### src/rtl/stream_dwc_downsize.sv
// ---------------------------------------------------------------------------
// stream_dwc_downsize
//   AXI-Stream width down-converter. Each accepted IN_WIDTH word is emitted
//   as RATIO = IN_WIDTH/OUT_WIDTH narrow beats, least-significant slice first.
//   A single holding register gives one output beat per cycle. When the last
//   slice leaves, the next input word can be loaded in the same cycle, so a
//   continuous stream has no bubble between words.
//
// Parameters
//   IN_WIDTH   wide input width in bits (default 256)
//   OUT_WIDTH  narrow output width in bits (default 64); IN_WIDTH must be an
//              exact multiple of OUT_WIDTH
//
// Ports
//   ap_clk            clock; all state changes on the rising edge
//   ap_rst_n          asynchronous active-low reset
//   in0_V_V_TDATA     wide input word
//   in0_V_V_TVALID    input valid
//   in0_V_V_TREADY    input ready
//   out_V_V_TDATA     narrow output beat
//   out_V_V_TVALID    output valid
//   out_V_V_TREADY    output ready
//   beat_count        (only with STREAM_DWC_BEATCNT_EN) free-running count of
//                     output handshakes, modulo 2^32
//
// Optional feature macro: STREAM_DWC_BEATCNT_EN
// ---------------------------------------------------------------------------
module stream_dwc_downsize #(
   parameter int IN_WIDTH  = 256,
   parameter int OUT_WIDTH = 64
) (
   input  logic                 ap_clk,
   input  logic                 ap_rst_n,
   input  logic [IN_WIDTH-1:0]  in0_V_V_TDATA,
   input  logic                 in0_V_V_TVALID,
   output logic                 in0_V_V_TREADY,
   output logic [OUT_WIDTH-1:0] out_V_V_TDATA,
   output logic                 out_V_V_TVALID,
   input  logic                 out_V_V_TREADY
`ifdef STREAM_DWC_BEATCNT_EN
   ,
   output logic [31:0]          beat_count
`endif
);

   localparam int RATIO = IN_WIDTH / OUT_WIDTH;
   localparam int CW    = (RATIO > 1) ? $clog2(RATIO) : 1;

   if ((IN_WIDTH % OUT_WIDTH) != 0) begin : g_bad_ratio
      $error("stream_dwc_downsize: IN_WIDTH must be an integer multiple of OUT_WIDTH");
   end

   // EMIT means the holding register is occupied (full).
   typedef enum logic {
      EMPTY = 1'b0,
      EMIT  = 1'b1
   } state_t;

   state_t                state_q;
   logic [IN_WIDTH-1:0]   data_q;
   logic [CW-1:0]         idx_q;
   logic                  en_q;

   logic                  full_s;
   logic                  last_s;
   logic                  in_fire_s;
   logic                  out_fire_s;
   logic [CW-1:0]         idx_d;
   logic [OUT_WIDTH-1:0]  out_data_s;

   assign full_s     = (state_q == EMIT);
   assign last_s     = (idx_q == CW'(RATIO - 1));
   assign idx_d      = idx_q + CW'(1);

   // Ready passes the downstream ready through only on the last slice, which
   // lets a new word replace the old one in the cycle its final beat leaves.
   assign in0_V_V_TREADY = en_q & (~full_s | (last_s & out_V_V_TREADY));
   assign out_V_V_TVALID = full_s;
   assign out_V_V_TDATA  = out_data_s;

   assign in_fire_s  = in0_V_V_TVALID & in0_V_V_TREADY;
   assign out_fire_s = full_s & out_V_V_TREADY;

   // Select the active slice of the holding register.
   always_comb begin
      out_data_s = {OUT_WIDTH{1'b0}};
      for (int k = 0; k < RATIO; k++) begin
         if (idx_q == CW'(k)) begin
            out_data_s = data_q[k*OUT_WIDTH +: OUT_WIDTH];
         end else begin
            out_data_s = out_data_s;
         end
      end
   end

   // Holding-register FSM: load, step through the slices, reload or drain.
   always_ff @(posedge ap_clk or negedge ap_rst_n) begin
      if (!ap_rst_n) begin
         state_q <= EMPTY;
         data_q  <= {IN_WIDTH{1'b0}};
         idx_q   <= {CW{1'b0}};
         en_q    <= 1'b0;
      end else begin
         en_q <= 1'b1;
         case (state_q)
            EMPTY: begin
               if (in_fire_s) begin
                  data_q  <= in0_V_V_TDATA;
                  idx_q   <= {CW{1'b0}};
                  state_q <= EMIT;
               end
            end
            EMIT: begin
               if (out_fire_s) begin
                  if (!last_s) begin
                     idx_q <= idx_d;
                  end else if (in_fire_s) begin
                     data_q <= in0_V_V_TDATA;
                     idx_q  <= {CW{1'b0}};
                  end else begin
                     idx_q   <= {CW{1'b0}};
                     state_q <= EMPTY;
                  end
               end
            end
            default: begin
               state_q <= EMPTY;
               idx_q   <= {CW{1'b0}};
            end
         endcase
      end
   end

`ifdef STREAM_DWC_BEATCNT_EN
   logic [31:0] beat_cnt_q;

   // Count output handshakes; wraps naturally at 2^32.
   always_ff @(posedge ap_clk or negedge ap_rst_n) begin
      if (!ap_rst_n) begin
         beat_cnt_q <= 32'd0;
      end else if (out_fire_s) begin
         beat_cnt_q <= beat_cnt_q + 32'd1;
      end else begin
         beat_cnt_q <= beat_cnt_q;
      end
   end

   assign beat_count = beat_cnt_q;
`endif

endmodule

### config.mk
export PLATFORM = sky130hd
export DESIGN_NAME = stream_dwc_downsize
export DESIGN_NICKNAME = d
export VERILOG_FILES = /design/src/rtl/stream_dwc_downsize.sv
export SDC_FILE = /design/constraint.sdc
export NUM_CORES = 1
export LEC_CHECK = 0
export ABC_CLOCK_PERIOD_IN_PS = 1800
export CORE_ASPECT_RATIO = 0.5
export CORE_MARGIN = 8
export CORE_UTILIZATION = 43
export CTS_CLUSTER_DIAMETER = 60
export DETAILED_ROUTE_END_ITERATION = 10
export HOLD_SLACK_MARGIN = 0.15
export PLACE_DENSITY = 0.73
export SYNTH_ARGS = -nofsm -noshare
export SYNTH_HDL_FRONTEND = slang
export SYNTH_SLANG_ARGS = --single-unit
### constraint.sdc
create_clock -name ap_clk -period 1.8 [get_ports ap_clk]
set_input_delay 0.18 -clock ap_clk [delete_from_list [all_inputs] [get_ports ap_clk]]
set_output_delay 0.18 -clock ap_clk [all_outputs]
set_load 0.05 [all_outputs]
==> metrics, run 1 <==
area of the die between 30000 and 40000 um2; gr usage total roughly 22%; number of global-route vias before repair 9661; Num CTS Buffers 24; Setup Viol. Count Final ~320; port bufs around 330; Mapped Avg Cell Area ~13 um2; crit path to out_V_V_TDATA[15]; Root Driver clkbuf_16; unrepaired setup endpoints after global routing yes; Tmin final 2.41 ns; peak supply drop approximately 2.1 mV; Post-DRT Antenna Nets 0; Worst Hold Class in -> async; Vias/cell 5.51; crit-path max cell delay ~0.43 ns; Syn Std Cell Area about 11000 um2; FF+latch count, synth between 200 and 300; crit-path cells inv_2 > buf_6 > ha_4 > buf_12 > buf_12 > nand3b_1 > a31oi_4 > buf_12; initial antenna violation count 9; final hold violation count 0; Crit-path slowest cell dfrtp_1; Post-route DRC 0; final instance area approximately 20000 um2; Clock Skews between 0.02 and 0.025 ns; cell count after synthesis around 860; period utilization 134%; reg2reg end data_q[208]; commonest cells after routing, fill and taps aside dfrtp_1, clkdlybuf4s50_1, mux2_2, mux2_4, buf_12; setup ws final -0.612 ns; WS Path Type reg -> out; clock latency at the later pin of the worst-skew pair 0.53 ns; Reg2Reg Launch Point idx_q[1]; Setup TNS Final -102.40 ns; layout cell share with drive strength beyond 1 roughly 44%; max_cap viols 0; Worst Reg2Reg Path Length in Cells 10; PD cells 2270 nW/um2; worst path arrival time roughly 2.2 ns; Initial Util a little over two fifths; FF+latch area ~6500 um2; failing checks negative setup slack; # nets final 1521; H-tree depth 1; Die Span X approximately 250 um; initial DRC count ~470; die height 131 um; Crit. Startpoint idx_q[0]; largest net degree at the start of global routing 66; max-slew violation count 0; DR pass1 iterations 4; WL per Instance around 25 um; final wirelength 41.2 mm; Worst R2R Setup Slack -0.32 ns; Worst setup SP type flop; CTS max path bufs 3; clock slew at reported path FFs roughly 0.07 ns; via count 9000; ys async rst share 100%; synthesis warning total 0; leakage about 8 nW; Final GP Congestion slightly below 0.8; Post-DP HPWL around 26 mm; Synth cell types 23; area of the multi-input gates ~6200 um2; Remaining Overflow, GRT 0; syn nets approximately 1100; outcome complete, but fails checks; leading cell type in the layout, fill and taps excluded dfrtp_1; Main synth FF type dfrtp_1; CP endpoint kind output pin; Core Region approximately 26000 um2; clock tree sinks 260; Fill cells 1518; CP most frequent cell buf_12; fmax approximately 0.41 GHz; required time of the worst setup path roughly 1.6 ns; final hold slack 0.248 ns; CP Max Fanout 5; io pins approximately 330; CTS tree built; row count 42; synthesis-to-finish area growth 73.0%; Placed Instance Area ~17000 um2; number of flops mapped to enable cells by yosys 0; post-synthesis sequential area ratio approximately 57%; first-pass GRT wire length 57.3 mm
[stage by stage]
step	total power, W	setup slack (ns)	utilization [%]	cells
global route	0.0467	-0.681	75.4	1633
finish	0.0450	-0.612	75.4	1633
detailed placement	0.0362	-0.133	65.2	1527
global placement	0.0357	-0.0980	65.2	1527
CTS	0.0432	-0.573	70.8	1592
floorplan	0.0250	-0.0262	-	863
[area by class of cell]
cell class                      instances  share of cell area [%]
Sequential cell                       260                    32.8
Multi-Input combinational cell        532                    31.0
Timing Repair Buffer                  436                    29.9
Clock buffer                           30                    3.35
Tap cell                              352                    2.22
Clock inverter                         12                   0.555
Antenna cell                            8                   0.101
Inverter                                3                  0.0693
[synth_stat cells, drive strengths merged, types with 3 or more instances]
cell,instances,area share (%)
inv,3,0.098
o21ai,4,0.17
nand3b,64,4.2
clkbuf,34,1.1
nand2,69,2.3
ha,4,0.44
o22ai,63,3.4
buf,34,2.5
a31oi,64,3.5
dfrtp,260,57
mux2,256,25
[state kept, by name, indices dropped and copies added, names as in the netlist]
name,flops
idx_q,2
en_q,1
out_V_V_TVALID,1
data_q,256
[power breakdown]
| part | switching [W] | total [W] | internal, W |
|---|---|---|---|
| logic | 0.0141 | 0.0293 | 0.0151 |
| registers | 0.00183 | 0.0106 | 0.00879 |
| clock network | 0.00226 | 0.00516 | 0.00290 |
| total | 0.0182 | 0.0450 | 0.0268 |
[worst min-delay path by stage]
| stage | endpoint | slack (ns) |
|---|---|---|
| 2_1_floorplan | data_q[0] | -0.12 |
| 3_5_place_dp | data_q[182] | 0.08 |
| 5_1_grt | data_q[61] | 0.25 |
| 3_3_place_gp | data_q[182] | 0.08 |
| 4_1_cts | data_q[245] | 0.24 |
| 6_report | data_q[113] | 0.25 |
[cell families after synthesis]
logic type / count (synthesis) / synth area share [%]
flops: 260 / 56.7
buf+inv: 71 / 3.74
other cells: 1 / 0.0327
simple gates: 139 / 6.76
compound gates: 132 / 7.18
fa+ha+maj: 4 / 0.436
mux: 256 / 25.1
[layer usage]
metal / global-route usage [%] / share of wire [%] / up-vias / routed length (um)
li1: - / - / 3987 / -
met5: 0 / 0.027 / - / 11
met3: 4.19 / 3.9 / 81 / 1620
met1: 26.9 / 41 / 4696 / 17000
met2: 39.0 / 51 / 234 / 21200
met4: 9.28 / 3.2 / 2 / 1320
[critical path, delay by kind of cell (launching register included)]
kind / cells / cell delay [ns]
AO/OA/AOI/OAI: 1 / 0.25
adder cells (fa/ha/maj): 1 / 0.18
buffers and inverters: 5 / 0.69
flip-flops: 1 / 0.43
AND/OR/NAND/NOR: 1 / 0.14
[repair_timing]
item,in CTS,in global routing
setup buffers,14,15
pin swaps,45,28
hold buffers,2,0
gates cloned,8,22
hold endpoints to repair,260,0
gates resized for setup,55,148
setup endpoints to repair,295,321
Note: power is estimated with default switching activity, not from simulation.
==> run 2, diff against run 1 <==
--- a/config.mk
+++ b/config.mk
@@ -9,6 +9,7 @@
 export CORE_ASPECT_RATIO = 0.5
 export CORE_MARGIN = 8
 export CORE_UTILIZATION = 43
+export CTS_BUF_LIST = sky130_fd_sc_hd__clkbuf_16
 export CTS_CLUSTER_DIAMETER = 60
 export DETAILED_ROUTE_END_ITERATION = 10
 export HOLD_SLACK_MARGIN = 0.15
==> run 2 against run 1 <==
Utilization up 3.7 points; final cell count up 1.4%; non-clock buffer count up 21; the run still ends with negative setup slack left; clock skew down 0.0066 ns; flip-flop and latch count unchanged; sequential share of layout area down 1.6 points; power up 5.4%; largest cell class is now multi-input gates; largest power group unchanged.
==> metrics, run 2 (same netlist as run 1, synthesis figures left out) <==
outcome complete, but fails checks; failing checks negative setup slack; Worst Reg2Reg Path Length in Cells 13 (+3); WL per Instance 28.4 um (+13%); Final GP Congestion 0.796 (unchanged); CTS tree built; switching share of power 40.8% (+0.32 points); Tmin final 2.45 ns (+0.0423 ns); Die Span X 247 um (unchanged); Reg with most FFs data_q; Int Pwr 0.0281 W (+4.8%); area of the die 32500 um2 (unchanged); Worst R2R Setup Slack -0.59 ns (-0.27 ns); die height 131 um (unchanged); crit-path max cell delay 0.44 ns (about the same); leading cell type in the layout, fill and taps excluded dfrtp_1; layout cell share with drive strength beyond 1 47.5% (+3.1 points); H-tree depth 1 (unchanged); WS Path Type reg -> out; synthesis-to-finish area growth 81.7%; PD cells 2280 nW/um2 (+0.36%); Setup TNS Final -169.26 ns (-66.86 ns); initial DRC count 641 (+37%); CP Max Fanout 20 (+15); final hold violation count 0 (unchanged); clock latency at the later pin of the worst-skew pair 0.53 ns (about the same); via count 9493 (+5.5%); DR pass1 iterations 5 (+1); CP endpoint kind output pin; setup ws final -0.654 ns (-0.0423 ns); Root Driver clkbuf_16; unrepaired setup endpoints after global routing yes; Post-Place Worst Slack -0.133 ns (unchanged); max FFs per register 256 (unchanged); top flop regs data_q (256), idx_q (2); required time of the worst setup path 1.62 ns (about the same); largest net degree at the start of global routing 66 (unchanged); peak supply drop 2.12 mV (+3.4%); Reg2Reg Launch Point idx_q[0]; port bufs 325 (unchanged); period utilization 136% (+2.4 points); gr usage total 23.4% (+1.1 points); switching power 0.0194 W (+6.2%); commonest cells after routing, fill and taps aside dfrtp_1, clkdlybuf4s50_1, mux2_4, buf_12, nand2_1; Fill cells 1372 (-9.6%); Num CTS Buffers 24 (unchanged); leakage 8.55 nW (+6.9%); Vias/cell 5.73 (+4.0%); Crit-path slowest cell dfrtp_1; io pins 326 (unchanged); Post-DRT Antenna Nets 0 (unchanged); sequential share of power 23.0% (-0.6 points); clock slew at reported path FFs 0.07 ns (about the same); max_cap viols 0 (unchanged); Overall Power 0.0475 W (+5.4%); fmax 0.407 GHz (-1.7%); Post-route DRC 0 (unchanged); Setup Viol. Count Final 322 (+0.31%); combinational share of power 66.3% (+1.3 points); Core Region 26300 um2 (unchanged); clock share of power 10.7% (-0.8 points); Post-DP HPWL 26.0 mm (unchanged); CTS max path bufs 3 (unchanged); Worst setup SP type flop; Placed Instance Area 17200 um2 (unchanged); Clock Skews 0.0143 ns (-0.00657 ns); # nets final 1543 (+1.4%); worst path arrival time 2.27 ns (+0.04 ns); Initial Util 43.6% (unchanged); final instance area 20800 um2 (+5.0%); number of global-route vias before repair 9929 (+2.8%); final wirelength 47.0 mm (+14%); row count 42 (unchanged); max-slew violation count 0 (unchanged); Remaining Overflow, GRT 0 (unchanged); initial antenna violation count 10 (+1); reg2reg end data_q[96]; clock tree sinks 260 (unchanged); crit-path cells buf_4 > ha_4 > clkbuf_16 > nand2_1 > a31oi_4 > buf_12; Worst Hold Class in -> async; first-pass GRT wire length 59.8 mm (+4.3%)
## run 2: cell type report
type	instances	area, um2	area share, %
multi-input cells	533	6700	32.2
flip-flops and latches	260	6510	31.2
repair buffers	457	6400	30.7
clock buffers	25	626	3.00
well taps	352	440	2.11
clock inverters	17	129	0.618
diodes	9	22.5	0.108
inverters	3	11.3	0.0540
## run 2: worst max-delay path by stage
stage | from | end | slack (ns) | cells past startpoint
6_report | idx_q[0] | out_V_V_TDATA[10] | -0.65 | 6
4_1_cts | idx_q[0] | out_V_V_TDATA[34] | -0.57 | 8
3_5_place_dp | out_V_V_TREADY | data_q[120] | -0.13 | 6
2_1_floorplan | idx_q[0] | out_V_V_TDATA[0] | -0.03 | 5
5_1_grt | idx_q[0] | out_V_V_TDATA[10] | -0.68 | 6
3_3_place_gp | out_V_V_TREADY | data_q[62] | -0.1 | 6
## run 2: repair_timing
action	in CTS	in global routing
endpoints found under the hold margin	260	0
resized for setup	104	256
endpoints found under the setup margin	294	322
pin swaps	45	46
cloned	16	33
setup buffers	25	16
hold buffers	2	0
## run 2: critical path, delay by kind of cell (launching register included)
kind	cells	cell delay, ns
compound gates	1	0.28
fa+ha+maj	1	0.26
flops	1	0.44
buf+inv	3	0.58
simple gates	1	0.16
## run 2: power by group through the flow
stage	logic, W	registers, W	clock network (W)
after floorplan	0.0151	0.00993	0
after global placement	0.0255	0.0102	0
after detailed placement	0.0259	0.0104	0
after CTS	0.0282	0.0104	0.00513
after global routing	0.0324	0.0112	0.00541
final	0.0315	0.0109	0.00508
## run 2: layer usage
| metal | wire, um | GRT usage (%) |
|---|---|---|
| met4 | 1870 | 10.4 |
| met5 | 13 | 0 |
| met1 | 18900 | 28.3 |
| met2 | 23900 | 40.4 |
| met3 | 2380 | 4.45 |
## run 2: metrics by stage
stage,instances,util [%],hold slack (ns)
floorplan,863,-,-0.116
global placement,1527,65.2,0.0791
finish,1656,79.1,0.245
global route,1656,79.1,0.242
CTS,1611,72.7,0.236
detailed placement,1527,65.2,0.0803
